### config.mk
export PLATFORM = sky130hd
export DESIGN_NAME = wb_arbiter
export DESIGN_NICKNAME = d
export VERILOG_FILES = /design/src/rtl/wb_arbiter_pkg.sv /design/src/rtl/wb_fifo.sv /design/src/rtl/wb_arbiter.sv
export SDC_FILE = /design/constraint.sdc
export NUM_CORES = 1
export LEC_CHECK = 0
export CAP_MARGIN = 20
export CELL_PAD_IN_SITES_DETAIL_PLACEMENT = 1
export CELL_PAD_IN_SITES_GLOBAL_PLACEMENT = 1
export CORE_AREA = 2 2 139 209
export CTS_CLUSTER_DIAMETER = 50
export DETAILED_ROUTE_END_ITERATION = 8
export DIE_AREA = 0 0 141 211
export GPL_TIMING_DRIVEN = 0
export PLACE_DENSITY_LB_ADDON = 0.1
export SLEW_MARGIN = 20
export SYNTH_ARGS = -nofsm -noshare
export SYNTH_HDL_FRONTEND = slang
export SYNTH_HIERARCHICAL = 1
export SYNTH_SLANG_ARGS = --single-unit
### constraint.sdc
create_clock -name clk -period 9.5 [get_ports clk]
set_input_delay 0.95 -clock clk [delete_from_list [all_inputs] [get_ports clk]]
set_output_delay 0.95 -clock clk [all_outputs]
set_load 0.01 [all_outputs]
### src/rtl/wb_arbiter_pkg.sv
// Shared writeback types and constants: producer channel indices and the buffered result record.
package wb_arbiter_pkg;

    localparam int unsigned WB_XLEN          = 32;
    localparam int unsigned WB_RF_ADDR_WIDTH = 5;

    localparam int unsigned WB_NUM_SRC = 3;
    localparam int unsigned WB_SRC_ALU = 0;
    localparam int unsigned WB_SRC_LSU = 1;
    localparam int unsigned WB_SRC_MDU = 2;

    typedef struct packed {
        logic [WB_RF_ADDR_WIDTH-1:0] rd;
        logic [WB_XLEN-1:0]          data;
    } wb_req_t;

    // Round-robin successor of idx among n channels.
    function automatic int unsigned wb_rr_next(input int unsigned idx, input int unsigned n);
        return (idx + 1 >= n) ? 0 : idx + 1;
    endfunction

endpackage

### src/rtl/wb_fifo.sv
// Small synchronous FIFO of writeback records; full/empty are decoded from the registered count.
module wb_fifo
    import wb_arbiter_pkg::*;
#(
    parameter int unsigned DEPTH = 2
) (
    input  logic    clk,
    input  logic    rst,
    input  logic    push,
    input  logic    pop,
    input  wb_req_t din,
    output wb_req_t dout,
    output logic    full,
    output logic    empty
);

    localparam int unsigned PTR_W = (DEPTH > 1) ? $clog2(DEPTH) : 1;
    localparam int unsigned CNT_W = PTR_W + 1;

    wb_req_t          mem_q [DEPTH];
    logic [PTR_W-1:0] wr_ptr_q, wr_ptr_d;
    logic [PTR_W-1:0] rd_ptr_q, rd_ptr_d;
    logic [CNT_W-1:0] count_q, count_d;
    logic             do_push;
    logic             do_pop;

    assign full  = (count_q == CNT_W'(DEPTH));
    assign empty = (count_q == '0);
    assign dout  = mem_q[rd_ptr_q];

    assign do_push = push && !full;
    assign do_pop  = pop && !empty;

    // DEPTH is a power of two, so pointer overflow is the modulo wrap.
    always_comb begin
        wr_ptr_d = wr_ptr_q;
        rd_ptr_d = rd_ptr_q;
        count_d  = count_q;
        if (do_push) begin
            wr_ptr_d = wr_ptr_q + 1'b1;
        end
        if (do_pop) begin
            rd_ptr_d = rd_ptr_q + 1'b1;
        end
        unique case ({do_push, do_pop})
            2'b10:   count_d = count_q + 1'b1;
            2'b01:   count_d = count_q - 1'b1;
            default: count_d = count_q;
        endcase
    end

    always_ff @(posedge clk or posedge rst) begin
        if (rst) begin
            wr_ptr_q <= '0;
            rd_ptr_q <= '0;
            count_q  <= '0;
        end else begin
            wr_ptr_q <= wr_ptr_d;
            rd_ptr_q <= rd_ptr_d;
            count_q  <= count_d;
        end
    end

    // Storage needs no reset: an entry is only read once the count covers it.
    always_ff @(posedge clk) begin
        if (do_push) begin
            mem_q[wr_ptr_q] <= din;
        end
    end

endmodule

### src/rtl/wb_arbiter.sv
// Writeback arbiter: buffers each producer's results, round-robins them onto the register-file
// write port, and keeps the busy mask decode uses for RAW/WAW stalls.
module wb_arbiter
    import wb_arbiter_pkg::*;
#(
    parameter int unsigned XLEN                = WB_XLEN,
    parameter int unsigned REG_FILE_ADDR_WIDTH = WB_RF_ADDR_WIDTH,
    parameter int unsigned REG_FILE_DEPTH      = 32,
    parameter int unsigned NUM_SRC             = WB_NUM_SRC,
    parameter int unsigned FIFO_DEPTH          = 2
) (
    input  logic                               clk,
    input  logic                               rst,
    input  logic [NUM_SRC-1:0]                 src_valid,
    output logic [NUM_SRC-1:0]                 src_ready,
    input  logic [NUM_SRC*REG_FILE_ADDR_WIDTH-1:0] src_rd,
    input  logic [NUM_SRC*XLEN-1:0]            src_data,
    input  logic                               issue_en,
    input  logic [REG_FILE_ADDR_WIDTH-1:0]     issue_rd,
    output logic [REG_FILE_DEPTH-1:0]          busy,
    output logic                               rd_wr_en,
    output logic [REG_FILE_ADDR_WIDTH-1:0]     rd_addr,
    output logic [XLEN-1:0]                    rd_data
);

    localparam int unsigned PTR_W = (NUM_SRC > 1) ? $clog2(NUM_SRC) : 1;

    wb_req_t              fifo_din  [NUM_SRC];
    wb_req_t              fifo_dout [NUM_SRC];
    logic [NUM_SRC-1:0]   fifo_full;
    logic [NUM_SRC-1:0]   fifo_empty;
    logic [NUM_SRC-1:0]   fifo_push;
    logic [NUM_SRC-1:0]   fifo_pop;

    logic [PTR_W-1:0]     ptr_q, ptr_d;
    logic [PTR_W-1:0]     grant_idx;
    logic                 found;
    int unsigned          idx;
    wb_req_t              pop_req;
    logic                 wr_fire;

    logic [REG_FILE_DEPTH-1:0]      busy_q, busy_d;
    logic                           rd_wr_en_q;
    logic [REG_FILE_ADDR_WIDTH-1:0] rd_addr_q;
    logic [XLEN-1:0]                rd_data_q;

    // Ready comes from the registered full flag only, never from valid or the pop.
    assign src_ready = ~fifo_full;

    for (genvar g = 0; g < NUM_SRC; g++) begin : g_src
        assign fifo_din[g].rd   = src_rd[g*REG_FILE_ADDR_WIDTH +: REG_FILE_ADDR_WIDTH];
        assign fifo_din[g].data = src_data[g*XLEN +: XLEN];
        assign fifo_push[g]     = src_valid[g] && !fifo_full[g];

        wb_fifo #(
            .DEPTH (FIFO_DEPTH)
        ) u_fifo (
            .clk   (clk),
            .rst   (rst),
            .push  (fifo_push[g]),
            .pop   (fifo_pop[g]),
            .din   (fifo_din[g]),
            .dout  (fifo_dout[g]),
            .full  (fifo_full[g]),
            .empty (fifo_empty[g])
        );
    end

    // First non-empty FIFO at or after the pointer wins.
    always_comb begin
        found     = 1'b0;
        grant_idx = ptr_q;
        idx       = 0;
        for (int unsigned k = 0; k < NUM_SRC; k++) begin
            idx = (32'(ptr_q) + k) % NUM_SRC;
            if (!found && !fifo_empty[idx]) begin
                found     = 1'b1;
                grant_idx = PTR_W'(idx);
            end
        end
    end

    always_comb begin
        fifo_pop = '0;
        for (int unsigned i = 0; i < NUM_SRC; i++) begin
            fifo_pop[i] = found && (32'(grant_idx) == i);
        end
    end

    assign pop_req = fifo_dout[grant_idx];
    // x0 entries are consumed but never reach the register file.
    assign wr_fire = found && (pop_req.rd != '0);
    assign ptr_d   = found ? PTR_W'(wb_rr_next(32'(grant_idx), NUM_SRC)) : ptr_q;

    // Set is applied after clear so a same-cycle reissue of r keeps it busy.
    always_comb begin
        busy_d = busy_q;
        if (wr_fire) begin
            busy_d[pop_req.rd] = 1'b0;
        end
        if (issue_en && (issue_rd != '0)) begin
            busy_d[issue_rd] = 1'b1;
        end
        busy_d[0] = 1'b0;
    end

    always_ff @(posedge clk or posedge rst) begin
        if (rst) begin
            ptr_q      <= '0;
            busy_q     <= '0;
            rd_wr_en_q <= 1'b0;
            rd_addr_q  <= '0;
            rd_data_q  <= '0;
        end else begin
            ptr_q      <= ptr_d;
            busy_q     <= busy_d;
            rd_wr_en_q <= wr_fire;
            if (wr_fire) begin
                rd_addr_q <= pop_req.rd;
                rd_data_q <= pop_req.data;
            end
        end
    end

    assign busy     = busy_q;
    assign rd_wr_en = rd_wr_en_q;
    assign rd_addr  = rd_addr_q;
    assign rd_data  = rd_data_q;

endmodule

Yosys cells after proc, flatten, opt, wreduce, memory -nomap -nowiden:

Memory sizes are Yosys's and may differ from the RTL's.
Index checks and enable logic that the tools add are counted.

* $add $sub $neg: 15
* divide/modulo/power cells: 3
* magnitude comparators: 9
* eq/ne operators: 11
* muxes and demuxes: 31
* bitwise gates (word level): 5
* reduce and logical (&&, ||, !) cells: 36

Operator list (count)
* $lt 32x3->1 const B: 3
* $bmux 37 s2: 1
* $mux 37: 2
* $mod 32x2->32 const B: 2
* $mux 32: 2
* $and 32x32->32: 1
* $mod 2x2->32 const B: 1
* $not 32->32: 1
* $or 32x32->32: 1
* $logic_and 1x1->1: 18
* $eq 2x2->1 const B: 7
* $mux 1: 14
* $lt 5x6->1 const B: 2
* $pmux 2 s2: 3
* $demux 1 s5: 2
* $ge 5x1->1 const B: 2
* $reduce_bool 5->1: 2
* $logic_not 1->1: 9
* $eq 2x1->1 const B: 4
* $logic_not 2->1: 4
* $mux 2: 4
* $add 1x1->1 const B: 6
* $add 2x1->2 const B: 3
* $add 2x1->3 const B: 2
* other kinds (8): 14

* flip-flop bits (word level): 83
* memory bits (writable): 222
* input port bits: 122
* output and inout bits: 73
* logic and storage cells: 127
* memories: 3

Memories
* g_src[0].u_fifo.mem_q: words 2, width 37, rd ports 1, clocked after Yosys merged registers in 0, wr ports 1, line wb_fifo.sv:20 `wb_req_t mem_q [DEPTH];`
* g_src[1].u_fifo.mem_q: words 2, width 37, rd ports 1, clocked after Yosys merged registers in 0, wr ports 1, line wb_fifo.sv:20
* g_src[2].u_fifo.mem_q: words 2, width 37, rd ports 1, clocked after Yosys merged registers in 0, wr ports 1, line wb_fifo.sv:20

Longest topological paths before layout:

Gate-level depths: netlist of the first run.

* depth in word-level cells: 23
* depth in mapped cells: 16
* mapped depth without buffers: 13

Hierarchy:

The synthesis of the first run kept the hierarchy.

Modules (own cells, without submodules)
* wb_fifo: times used 3, cells each 134, area each 2952.8 µm², sequential area each 2322.2 µm²
* wb_arbiter: times used 1, cells each 460, area each 4643.2 µm², sequential area each 1776.7 µm²

Least setup slack after synthesis of the first run:

OpenSTA, ideal clock, no wires.

* path kind: register to register
* start point: register ptr_q[0]
* end point: register g_src[0].u_fifo.count_q[1]
* setup time: 0.079 ns
* data arrival time: 3.123 ns
* data required time: 9.421 ns
* slack: 6.298 ns
* stages on the path, launching flop included: 16
* path buffers: 4
* clock period less this slack: 3.202 ns
* cell sequence: dfrtp_1 -> inv_1 -> ha_1 -> buf_2 -> and3b_1 -> a211o_1 -> and4_4 -> buf_6 -> nor3_4 -> buf_4 -> buf_2 -> and3_1 -> nor2b_2 -> ha_1 -> nor2_1 -> xor2_1

* cells in the longest elaborated chain, start to end: 15
* elaborated cells on any way between the ends: 29
* those cells by class: 2 x add/sub; 3 x div; 2 x eq/ne; 13 x mux; 9 x reduce/logical

Ends and longest elaborated chain
* start: declaration: line wb_arbiter.sv:35 `logic [PTR_W-1:0] ptr_q, ptr_d;`
* start signal: assignment: line wb_arbiter.sv:115 `ptr_q <= ptr_d;`
* $add 2x1->3: line wb_arbiter.sv:75 `idx = (32'(ptr_q) + k) % NUM_SRC;`
* $mod 32x2->32: line wb_arbiter.sv:75
* $bmux 1 s2: line wb_arbiter.sv:76 `if (!found && !fifo_empty[idx]) begin`
* $mux 1 (not written as such): line wb_arbiter.sv:76
* $logic_not 1->1: line wb_arbiter.sv:76
* $logic_and 1x1->1: line wb_arbiter.sv:76
* $mux 1: line wb_arbiter.sv:76
* $logic_not 1->1: line wb_arbiter.sv:76
* $logic_and 1x1->1: line wb_arbiter.sv:76
* $mux 2: line wb_arbiter.sv:76
* $logic_not 2->1: line wb_arbiter.sv:86 `fifo_pop[i] = found && (32'(grant_idx) == i);`
* $logic_and 1x1->1 *: line wb_arbiter.sv:86
* via fifo_pop[0]: line wb_arbiter.sv:33 `logic [NUM_SRC-1:0] fifo_pop;`
* $logic_and 1x1->1 *: line wb_fifo.sv:32 `assign do_pop = pop && !empty;`
* via g_src[0].u_fifo.do_pop: line wb_fifo.sv:25 `logic do_pop;`
* $eq 2x1->1 / $eq 2x2->1 (equally long branches): line wb_fifo.sv:45 `unique case ({do_push, do_pop})`
* $pmux 2 s2 / $reduce_bool 2->1 (equally long branches)
* end signal: assignment: line wb_fifo.sv:60 `count_q <= count_d;`
* end: declaration: line wb_fifo.sv:23 `logic [CNT_W-1:0] count_q, count_d;`

Mark *: on every way through the listed nets, which the timed path passes. The rest lies on a longest branch. The select of a mux whose other input is x is not followed.
A chain may end at the register's enable or synchronous reset.

Final worst setup path of the first run:

* start point: register ptr_q[0]
* end point: register busy_q[28], in the netlist busy[28]

* cells in the longest elaborated chain, start to end: 23
* elaborated cells on any way between the ends: 38
* those cells by class: 2 x add/sub; 3 x div; 2 x order compare; 19 x mux; 4 x bitwise; 8 x reduce/logical

Ends and longest elaborated chain
* $add 2x1->3: line wb_arbiter.sv:75
* $mod 32x2->32: line wb_arbiter.sv:75
* $bmux 1 s2: line wb_arbiter.sv:76
* $mux 1 (not written as such): line wb_arbiter.sv:76
* $logic_not 1->1: line wb_arbiter.sv:76
* $logic_and 1x1->1: line wb_arbiter.sv:76
* $mux 1: line wb_arbiter.sv:76
* $logic_not 1->1: line wb_arbiter.sv:76
* [... 8 more ...]
* $mux 1 (not written as such): line wb_arbiter.sv:99 `busy_d[pop_req.rd] = 1'b0;`
* $demux 1 s5: line wb_arbiter.sv:99
* $not 32->32 (no source line)
* $and 32x32->32 (no source line)
* $mux 32 *: line wb_arbiter.sv:98 `if (wr_fire) begin`
* $or 32x32->32 (no source line)
* $mux 32 *: line wb_arbiter.sv:101 `if (issue_en && (issue_rd != '0)) begin`
* via busy_d[28]: line wb_arbiter.sv:42 `logic [REG_FILE_DEPTH-1:0] busy_q, busy_d;`
* end signal: assignment: line wb_arbiter.sv:116 `busy_q <= busy_d;`
* end: declaration: line wb_arbiter.sv:42

Marked as above.

==> results.yml, run 1 <==
worst_setup_path:
  required_arrival_time_at_the_worst_endpoint_ns: 9.92
  worst_setup_path_class: "reg -> reg"
  critical_path_arrival_ns: 4.45
  worstRegToRegCells: 12
  timing.critical_path.to_type: "flop"
  largest_fanout_of_any_net_on_the_critical_path: 10
  crit_path_start_kind: "flop"
finish:
  multi_input_comb_area_um2: 4395
  flow.area_growth_from_synthesis_pct: 27.25
  postLayoutCoreUtil: 0.6165
  layout.nets: 1225
  fillCellCount: 2565
  register_area_um2: 8743
  share_of_layout_cells_above_drive_strength_1: 0.2313
cts:
  tritoncts: "built"
  cts_max_path_buffers: 3
  clock_root_buffer: "clkbuf_16"
  holdBufCountCts: 0
  cts_repair_resize_count: 0
  post_cts.repair.setup_buffers: 0
  worst_skew_pair.late_latency_ns: 0.57
  clock_tree.htree_level_count: 1
  clk_transition_reported_paths_ns: 0.07
  clock_buffer_count_from_cts: 30
  clkSinkCount: 305
floorplan:
  fp.dieH_um: 211
  rows: 75
  number_of_primary_i_o_pins: 195
  die_area_um2: 29750
  chipWidth_um: 141
  core-area_um2: 27870
  initial_utilization: 0.4844
timing:
  hold_viol_final: 0
  max_slew_violation_count: 0
  post-route-period-util: 0.4250
  skew_ns: 0.009619
  timing.slew.headroom: 0.4828
  grt_setup_unrepaired: "no"
  worst_margin_pin_slew_ns: 0.7759
  fin_crit_ns: 4.038
  clock.fmax_ghz: 0.2477
  timing.setup.tns_ns: 0
  setup-violations-final: 0
  fin_worst_hold_slack_ns: 0.4977
hold_path:
  hold-path-cell-count: 1
  hold_class: "reg -> reg"
place:
  rd_place_congestion: 0.8552
  detailed_place_hpwl_um: 25130
  io_buffers: 193
status:
  status: "finished, final reports clean"
global_routing:
  grt_first_pass_wirelength_um: 54770
  antenna_found_initial: 7
  globalRouteOverflowTotal: 0
  grt_max_degree: 45
  track_usage: 0.2449
  grt_pass1_vias: 9236
power_and_ir_drop:
  netSwitchingPower_uw: 2838
  power.total_uw: 7320
  clkPwrFrac: 0.172
  sequentialPowerShare: 0.286
  power_density_nw_per_um2: 426.0
  switching_share: 0.3877
  internal_power_uw: 4482
  vdd_drop_max_mv: 0.2263
  power_frac_comb: 0.542
  p_leak_uw: 0.006587
run:
  timing.max_cap.violations: 0
synth:
  synth_sequential_area_ratio: 0.6476
  synth_nets: 991
  postSynthRegisterBits: 305
  mapped_area_um2: 13500
  number_of_enable_type_register_cells_in_the_synthesized_netlist: 222
  ys.flop_type: "edfxtp_1"
  synth.distinct_cells: 74
  asyncSetResetFlopFracSynth: 0.2721
  avgSynthCellArea_um2: 15.66
  syn_inst: 862
  yosysWarningCount: 6
routing:
  route.vias.total: 8323
  wirelength_um: 36210
  drcViolationCount: 0
  routed_via_density: 5.658
  drt_pass1_iterations: 4
  drtIter0Drc: 314
  ant_nets: 0
  wl_per_cell_um: 24.62
## flip-flops by register name, summed over array words and instances (netlist names), 2 cells and up
signal,cells
g_src.u_fifo/count_q,6
g_src.u_fifo/rd_ptr_q,3
g_src.u_fifo/wr_ptr_q,3
busy,31
rd_addr,5
rd_data,32
g_src.u_fifo/mem_q,222
ptr_q,2
## stage by stage
step                area, um^2  setup slack, ns  std cells
floorplan                13500            6.298        862
global placement         15870            4.275       1401
detailed placement       16110            5.476       1410
CTS                      17160            5.445       1466
global route             17180            5.202       1471
finish                   17180            5.462       1471
## cells by family (layout without fill, tap and decap cells)
group | Yosys count | in the layout | share of synthesized area
DFF | 305 | 305 | 0.6476
muxes | 181 | 181 | 0.1717
and+or+nand+nor | 143 | 143 | 0.05792
AOI/OAI and AO/OA | 138 | 138 | 0.07710
buffers and inverters | 72 | 330 | 0.02919
xor gates and xnor gates | 15 | 15 | 0.009731
adders and majority gates | 7 | 7 | 0.006487
other | 1 | 6 | 0.0002777
## layer usage
| metal | global-route usage | vias up | wire length [um] |
|---|---|---|---|
| li1 | - | 3758 | - |
| met1 | 0.2744 | 4225 | 13220 |
| met2 | 0.4535 | 249 | 19530 |
| met3 | 0.04035 | 87 | 1716 |
| met4 | 0.1117 | 4 | 1715 |
| met5 | 0 | - | 28 |
## path summary, 6_finish.rpt
check                                                            start                                     end  slack (ns)
worst max-delay path                              ptr_q[0]$_DFFE_PP0P_                      busy[28]$_DFF_PP0_        5.46
worst min-delay path            g_src[0].u_fifo/count_q[1]$_DFFE_PP0P_  g_src[0].u_fifo/count_q[1]$_DFFE_PP0P_        0.50
worst max register to register                    ptr_q[0]$_DFFE_PP0P_                      busy[28]$_DFF_PP0_        5.46
worst min register to register  g_src[0].u_fifo/count_q[1]$_DFFE_PP0P_  g_src[0].u_fifo/count_q[1]$_DFFE_PP0P_        0.50
max in group asynchronous                                          rst                       busy[3]$_DFF_PP0_        7.97
min in group asynchronous                                          rst    g_src[0].u_fifo/wr_ptr_q$_DFFE_PP0P_        0.78
## synthesized netlist by cell type (5+ instances only)
| cell | instances | share of area |
|---|---|---|
| o211ai_1 | 5 | 0.0028 |
| dfrtp_1 | 83 | 0.15 |
| o2bb2ai_1 | 7 | 0.0045 |
| o21ai_1 | 6 | 0.0022 |
| a22o_1 | 10 | 0.0065 |
| mux2i_1 | 36 | 0.027 |
| inv_1 | 34 | 0.0095 |
| o22ai_1 | 6 | 0.0028 |
| o21ai_0 | 44 | 0.016 |
| clkbuf_1 | 10 | 0.0028 |
| buf_2 | 8 | 0.0030 |
| and2_1 | 5 | 0.0023 |
| xnor2_1 | 9 | 0.0058 |
| nand3_1 | 14 | 0.0052 |
| nand2_1 | 48 | 0.013 |
| ha_1 | 7 | 0.0065 |
| buf_6 | 13 | 0.011 |
| nand4_1 | 11 | 0.0051 |
| nor3b_1 | 5 | 0.0028 |
| xor2_1 | 6 | 0.0039 |
| nor2_1 | 16 | 0.0044 |
| o41ai_1 | 7 | 0.0045 |
| mux2_4 | 86 | 0.096 |
| mux2_2 | 58 | 0.048 |
| edfxtp_1 | 222 | 0.49 |
| o221ai_1 | 6 | 0.0039 |
| nand2b_1 | 6 | 0.0028 |
| and3_1 | 7 | 0.0032 |
## critical path: stages, from the launching register on
cell	delay, ns
dfrtp_1	0.48
inv_1	0.13
ha_1	0.14
buf_2	0.21
mux2i_1	0.34
o22a_1	0.25
a32o_1	0.27
o22ai_1	0.12
nor2_1	0.38
clkbuf_1	0.57
a21oi_1	0.29
o41ai_1	0.54
o41ai_1	0.18
## power groups by stage
stage / clock network (uW) / logic, uW / registers (uW)
global placement: 0 / 3770 / 2110
detailed placement: 0 / 3950 / 2110
floorplan: 0 / 2630 / 2120
global route: 1330 / 4270 / 2130
finish: 1260 / 3970 / 2090
CTS: 1290 / 4000 / 2090
## layout make-up
class,count,area share
Inverter,34,0.007574
Multi-Input combinational cell,485,0.2558
Buffer,38,0.01551
Timing Repair Buffer,202,0.1251
Clock inverter,23,0.01558
Clock buffer,33,0.04559
Sequential cell,305,0.5089
Tap cell,346,0.02520
Antenna cell,5,0.0007282
## cells in the final DEF (no fill, tap or decap), types with 5 or more instances in the layout
cell type	count
edfxtp_1	222
clkdlybuf4s50_1	193
mux2_4	86
dfrtp_1	83
mux2_2	58
nand2_1	48
o21ai_0	44
mux2i_1	36
inv_1	33
clkbuf_16	31
nand3_1	14
buf_6	13
nor2_1	13
clkbuf_1	12
nand4_1	11
a22o_1	10
xnor2_1	9
buf_2	8
o2bb2ai_1	7
o41ai_1	7
ha_1	7
nand2b_1	6
o22ai_1	6
o21ai_1	6
o221ai_1	6
xor2_1	6
diode_2	5
and2_1	5
o211ai_1	5
nor3b_1	5
bufinv_16	5
clkinvlp_4	5
buf_16	5
Power figures use the tool's default switching activity.
==> run 2: changes to the inputs <==
Settings changed: CORE_AREA 2 2 139 209 to 2 2 143 215, DIE_AREA 0 0 141 211 to 0 0 145 217.
Clock period 9.5 ns to 3.9 ns, I/O delays scaled along.
==> run 2 against run 1 <==
Against the previous run:
- design area grew 0.78%
- clock skew increased by 0.0074 ns
- fmax increased by 10%
- power rose by 150%
- clock power up 140%
- final cell count rose by 3.8%
- critical endpoint is now rd_data[11]$_DFFE_PP0N_
- highest routed layer is now met4
==> results.yml, run 2 (synthesis gave the netlist of run 1 again) <==
status:
  status: "finished, final reports clean"
routing:
  route.vias.total: 8284
  routed_via_density: 5.425
  wirelength_um: 35530
  drtIter0Drc: 309
  wl_per_cell_um: 23.27
  ant_nets: 0
  drcViolationCount: 0
  drt_pass1_iterations: 6
finish:
  layout.nets: 1229
  fillCellCount: 2802
  max_reg_flops: 222
  share_of_layout_cells_above_drive_strength_1: 0.2456
  leading_cell_types_in_the_layout_fill_and_taps_excluded: "edfxtp_1 (222), clkdlybuf4s50_1 (193), mux2_4 (86)"
  multi_input_comb_area_um2: 4453
  flow.area_growth_from_synthesis_pct: 28.25
  commonest_non_fill_non_tap_cell_in_the_layout: "edfxtp_1"
  top_register: "g_src.u_fifo/mem_q"
  register_area_um2: 8745
  finalInstanceArea_um2: 17320
  postLayoutCoreUtil: 0.5817
timing:
  post-route-period-util: 0.9378
  timing.setup.tns_ns: 0
  clock.fmax_ghz: 0.2734
  grt_setup_unrepaired: "no"
  worst_margin_pin_slew_ns: 0.8497
  max_slew_violation_count: 0
  timing.slew.headroom: 0.4325
  fin_crit_ns: 3.657
  hold_viol_final: 0
  skew_ns: 0.01704
  setup-violations-final: 0
  fin_worst_hold_slack_ns: 0.1992
  timing.final.ws_setup_ns: 0.2426
worst_setup_path:
  critical_path.n_buffers_inverters: 4
  critical-path-max-stage-delay_ns: 0.48
  required_arrival_time_at_the_worst_endpoint_ns: 4.34
  largest_fanout_of_any_net_on_the_critical_path: 10
  worst_setup_path_class: "reg -> reg"
  cp_common_cell: "o21a_1"
  regToRegEndpoint: "rd_data[11]$_DFFE_PP0N_"
  cp_cell_sequence: "inv_1 > ha_1 > buf_4 > nand2b_1 > a22o_1 > o21a_1 > o31a_1 > o21a_1 > a21oi_2 > a21oi_4 > buf_12 > buf_6 > mux2_4"
  critical_path.reg2reg.startpoint: "ptr_q[1]$_DFFE_PP0P_"
  crit_path_start_kind: "flop"
  worstRegToRegCells: 13
  setup.reg_to_reg.worst_slack_ns: 0.24
  timing.critical_path.to_type: "flop"
  critical_path_arrival_ns: 4.10
  worst_path_dominant_cell_family: "compound AO/OA/AOI/OAI gates"
  slowest_stage: "dfrtp_1"
place:
  place_worst_setup_slack_ns: -0.1882
  detailed_place_hpwl_um: 25670
  rd_place_congestion: 0.8225
  io_buffers: 193
  total_cell_area_at_the_placement_stage_um2: 16190
cts:
  clock_buffer_count_from_cts: 31
  clk_transition_reported_paths_ns: 0.06
  clkSinkCount: 305
  clock_root_buffer: "clkbuf_16"
  cts_max_path_buffers: 3
  tritoncts: "built"
  holdBufCountCts: 0
  worst_skew_pair.late_latency_ns: 0.57
  clock_tree.htree_level_count: 1
floorplan:
  chipWidth_um: 145
  fp.dieH_um: 217
  rows: 78
  die_area_um2: 31470
  core-area_um2: 29770
  initial_utilization: 0.4536
  number_of_primary_i_o_pins: 195
hold_path:
  hold_class: "in -> async"
run:
  timing.max_cap.violations: 0
global_routing:
  grt_max_degree: 51
  grt_first_pass_wirelength_um: 53790
  grt_pass1_vias: 9232
  track_usage: 0.2262
  globalRouteOverflowTotal: 0
  antenna_found_initial: 3
power_and_ir_drop:
  p_leak_uw: 0.006631
  vdd_drop_max_mv: 0.4810
  power_density_nw_per_um2: 1038
==> run 2: changes by cell type in the layout (fill, tap and decap cells not counted), moves of 3 or more <==
cell | previous run | this run
clkinv_2 | 4 | 8
clkbuf_2 | 1 | 4
buf_4 | 4 | 7
clkinv_1 | 4 | 0
clkinvlp_4 | 5 | 2
==> run 2: how the worst max path moves through the flow <==
stage,slack (ns),endpoint,cells after the start,from
CTS,0.04,g_src[0].u_fifo/count_q[1]$_DFFE_PP0P_,15,ptr_q[0]$_DFFE_PP0P_
global placement,-0.77,g_src[1].u_fifo/mem_q[0][23]$_DFFE_PP_,4,src_valid[1]
floorplan,0.70,g_src[0].u_fifo/count_q[1]$_DFFE_PP0P_,15,ptr_q[0]$_DFFE_PP0P_
global route,0.02,busy[25]$_DFF_PP0_,12,ptr_q[0]$_DFFE_PP0P_
detailed placement,-0.19,busy[9]$_DFF_PP0_,13,ptr_q[0]$_DFFE_PP0P_
finish,0.24,rd_data[11]$_DFFE_PP0N_,13,ptr_q[1]$_DFFE_PP0P_
==> run 2: through the flow <==
stage | power [uW] | instances
final | 17970 | 1527
after global routing | 18990 | 1526
after CTS | 17900 | 1521
after detailed placement | 14810 | 1464
after global placement | 14400 | 1455
after floorplan | 11560 | 862
==> run 2: repair_timing <==
action | in CTS | in global routing
gates resized for setup | 6 | 16
gates cloned | 0 | 0
pin swaps | 0 | 2
endpoints found under the setup margin | 43 | 60
buffers inserted | 0 | 3
==> run 2: layout make-up <==
| type | instances | area share |
|---|---|---|
| diodes | 3 | 0.0004336 |
| plain buffers | 38 | 0.01590 |
| clock buffers | 40 | 0.04791 |
| clock inverters | 17 | 0.01055 |
| inverters | 34 | 0.007515 |
| multi-input cells | 485 | 0.2572 |
| flip-flops and latches | 305 | 0.5050 |
| well taps | 400 | 0.02890 |
| repair buffers | 205 | 0.1266 |
==> run 2: metal layers <==
metal	part of all wire	up-vias	global-route usage
li1	-	3776	-
met4	0.040	0	0.09802
met2	0.55	236	0.4335
met3	0.045	69	0.03501
met5	0	-	0
met1	0.37	4203	0.2458
==> run 2: where the power goes <==
part           total, uW  internal (uW)  switching [uW]
combinational       9910           4670            5240
clock               2970           1710            1260
sequential          5080           4630             451
total              18000          11000            6950
==> variant 1 (config.mk and constraints of run 2) <==
Set the parameter `REG_FILE_DEPTH` to 16 (it was 32).
--- a/src/rtl/wb_arbiter.sv
+++ b/src/rtl/wb_arbiter.sv
@@ -5,7 +5,7 @@
 #(
     parameter int unsigned XLEN                = WB_XLEN,
     parameter int unsigned REG_FILE_ADDR_WIDTH = WB_RF_ADDR_WIDTH,
-    parameter int unsigned REG_FILE_DEPTH      = 32,
+    parameter int unsigned REG_FILE_DEPTH      = 16,
     parameter int unsigned NUM_SRC             = WB_NUM_SRC,
     parameter int unsigned FIFO_DEPTH          = 2
 ) (
Ports: changed (resized busy); port bits go from 195 to 179. No check against the original RTL was run, so the function may have changed too.
==> variant 1 against run 2 <==
Synthesized cell count shrank 1.0%; routed wire length is 5.5% lower; worst hold slack improved by 0.023 ns; power fell by 12%; area after synthesis decreased by 8.8%; worst setup slack got worse by 0.11 ns; combinational power down 18%; sequential cell count is 16 lower; clock skew about the same; cell area fell by 7.4%; global-route usage is 1.2 points lower.
==> variant 1: results (changes against run 2) <==
| Metric | Value |
|---|---|
| Met2 wire len | 18580 um (-4.4%) |
| DR pass1 iterations | 5 (-1) |
| Worst reg2reg path startpoint | ptr_q[0] |
| Synth top area cells | edfxtp_1 (54%), dfrtp_1 (14%), mux2_4 (7.3%) |
| DP Area | 14830 um^2 (-8.4%) |
| CP Launch Point | ptr_q[0] |
| Seq_cells | 289 (-5.2%) |
| Routability congestion estimate | 0.8211 (-0.17%) |
| Worst Setup EP | rd_data[28] |
| Nets@finish | 1203 (-2.1%) |
| Sequential cell area share | 52.04% (+1.5 points) |
| Routed len/inst | 22.41 um (-3.7%) |
| Run status | finished clean |
| Met1 wire length | 12870 um (-1.9%) |
| Synth Instances | 853 (-1.0%) |
| Crit path arrival time | 4.19 ns (+0.09 ns) |
| P_comb | 8.15 mW (-18%) |
| Multi-input logic area | 3816 um^2 (-14%) |
| Net Sw Frac | 40.38% (+1.7 points) |
| Maximum vdd drop | 541.2 uV (+13%) |
| Repair and plain buffers | 228 (-6.2%) |
| Multi-input gates | 503 (+3.7%) |
| Syn Nets | 982 (-0.91%) |
| Met2 global-route usage | 41.59% (-1.8 points) |
| Netlist cell types | 57 (-23%) |
| Vias in the first global route | 8559 (-7.3%) |
variant 1: cell types whose count changed after synthesis, moves of 7 or more:
cell	run 2	this run
a21oi_1	4	68
a22o_1	10	1
dfrtp_1	83	67
inv_1	34	22
mux2_2	58	51
mux2_4	86	60
mux2i_1	36	5
nand2_1	48	116
nand3_1	14	7
nand4_1	11	2
nor2_1	16	25
o2bb2ai_1	7	0
variant 1: worst max-delay path, cell delays in order, from the launching register on:
cell and delay (ns):
dfrtp_1 0.45, inv_2 0.15, ha_4 0.23, mux2_1 0.39, nor4b_2 0.21, o31a_1 0.39, or4_1 0.43, a32o_1 0.35
o41ai_4 0.41, buf_6 0.18, buf_4 0.13, buf_4 0.19, o21ai_0 0.11
variant 1: timing repair:
action	CTS	global route
setup endpoints to repair	44	51
setup buffers	3	1
cloned	0	0
gates resized for setup	19	27
pin swaps	1	2
==> variant 2 (config.mk and constraints of run 2) <==
Made on the original files. Make the reset (`rst`) synchronous in 2 clocked blocks.
--- a/src/rtl/wb_fifo.sv
+++ b/src/rtl/wb_fifo.sv
@@ -49,7 +49,7 @@
         endcase
     end
 
-    always_ff @(posedge clk or posedge rst) begin
+    always_ff @(posedge clk) begin
         if (rst) begin
             wr_ptr_q <= '0;
             rd_ptr_q <= '0;
--- a/src/rtl/wb_arbiter.sv
+++ b/src/rtl/wb_arbiter.sv
@@ -104,7 +104,7 @@
         busy_d[0] = 1'b0;
     end
 
-    always_ff @(posedge clk or posedge rst) begin
+    always_ff @(posedge clk) begin
         if (rst) begin
             ptr_q      <= '0;
             busy_q     <= '0;
Check against the original RTL: differs if rst is asserted again (counterexample within 4 cycles, from zero or initial values and one cycle with rst high); with rst held inactive, the same outputs for 4 cycles.
==> variant 2 against run 2 <==
Utilization shrank 1.3 points; worst setup slack worse by 0.13 ns; cell area decreased by 2.3%; die area unchanged; critical path depth unchanged; global-route usage up 1.8 points; via count up 10%; area after synthesis shrank 2.3%; sequential cell count up 3; power down 13%; worst hold slack better by 0.21 ns; routed wire length grew 9.8%; critical path type unchanged.
==> variant 2: results (changes against run 2) <==
| Metric | Value |
|---|---|
| Run status | finished clean |
| GR Layer Usage met1 | 25.23% (+0.65 points) |
| Synth Cell Area | 13190 um^2 (-2.3%) |
| DP Area | 15750 um^2 (-2.7%) |
| Vias | 9120 (+10%) |
| Routability congestion estimate | 0.8761 (+6.5%) |
| Seq. cell area | 8389 um^2 (-4.1%) |
| Maximum vdd drop | 500.6 uV (+4.1%) |
| Hold WC Path Type | input port to flip-flop |
| Netlist cell types | 64 (-14%) |
| Synth top area cells | edfxtp_1 (51%), dfxtp_1 (13%), mux2_1 (6.5%) |
| First-pass GRT wire length | 58070 um (+8.0%) |
| Post-Place Cells | 1583 (+8.1%) |
| Met2 global-route usage | 48.05% (+4.7 points) |
| Setup Skew | 0.01474 ns (-0.002305 ns) |
| Net Sw Frac | 42.58% (+3.9 points) |
| Nets@finish | 1352 (+10%) |
| Largest net degree at the start of global routing | 30 (-41%) |
| Slowest CP cell | or3_1 |
| Leak | 5.898 nW (-11%) |
| Post-Syn Area per Cell | 13.40 um^2 (-14%) |
| Initial drt markers | 381 (+23%) |
| Synth warn | 6 (unchanged) |
| Routed vias/inst | 5.531 (+1.9%) |
| Filler cells | 2974 (+6.1%) |
| Hpwl dp | 28820 um (+12%) |
| Input/output buffers | 193 (unchanged) |
| Asr flop ratio synth | 0% (-27 points) |
| Share of layout cells above drive strength 1 | 15.24% (-9.3 points) |
| Crit path arrival time | 4.23 ns (+0.13 ns) |
| Total Routing Usage GR | 24.41% (+1.8 points) |
| Synth cell count leaders | edfxtp_1 (222), nand2_1 (99), dfxtp_1 (86), mux2_1 (76), mux2_2 (69) |
| Initial antenna violation count | 2 (-1) |
| Routed len/inst | 23.65 um (+1.6%) |
| Seq/Total Area, Yosys | 63.60% (-1.2 points) |
| Pre-CTS WS | -0.5010 ns (-0.3129 ns) |
| Worst-Margin Slew | 0.8234 ns (-0.02620 ns) |
| DR pass1 iterations | 4 (-2) |
| GRT met3 Usage | 3.249% (-0.25 points) |
| Vias in the first global route | 9890 (+7.1%) |
| Syn Nets | 1113 (+12%) |
==> variant 2: area by class of cell <==
cell class / instances / area share [%]
antenna: 2 / 0.02957
buffer: 55 / 1.634
clock buffer: 39 / 4.998
clock inverter: 18 / 0.9242
inverter: 20 / 0.4436
multi-input combinational: 601 / 26.94
sequential: 308 / 49.57
tap: 400 / 2.957
timing repair buffer: 206 / 12.50
==> variant 2: cell families (layout without fill, tap and decap cells) <==
group	Yosys count	count (layout)	synth area share, %
compound gates	179	179	9.914
xor+xnor	9	9	0.5977
fa+ha+maj	7	7	0.6640
buf+inv	75	338	2.504
flops	308	308	63.60
mux	155	155	13.17
other cells	1	3	0.02843
simple gates	250	250	9.525
==> variant 2: layer usage <==
metal	share of wire (%)	vias to the layer above
li1	-	4217
met1	35	4574
met2	56	253
met3	4.2	76
met4	4.8	0
met5	0	-
==> variant 2: final timing paths <==
kind / from / end / slack, ns / cells past startpoint
worst max-delay path: ptr_q[0] / rd_data[5] / 0.11 / 13
worst min-delay path: src_data[75] / g_src[2].u_fifo/mem_q[1][11] / 0.41 / 1
worst max register to register: ptr_q[0] / rd_data[5] / 0.11 / 13
worst min register to register: rd_addr[2] / rd_addr[2] / 0.46 / 2
==> variant 2: what timing repair did <==
item / in CTS / in global routing
pin swaps: 3 / 7
resized for setup: 15 / 18
setup endpoints to repair: 62 / 59
setup buffers: 3 / 4
==> variant 2: power groups by stage <==
stage | Combinational, mW | Clock (mW) | Sequential, mW
finish | 8.29 | 2.93 | 4.45
global route | 8.86 | 3.11 | 4.50
CTS | 8.06 | 2.99 | 4.46
detailed placement | 7.81 | 0 | 4.52
global placement | 7.57 | 0 | 4.52
floorplan | 5.04 | 0 | 4.50
==> variant 2: critical path: cells and delay by family (launching register included) <==
family          cells  cell delay, ns
simple gates        3            0.83
fa+ha+maj           1            0.35
compound gates      4            1.12
mux                 1            0.34
buf+inv             4            0.61
flops               1            0.40
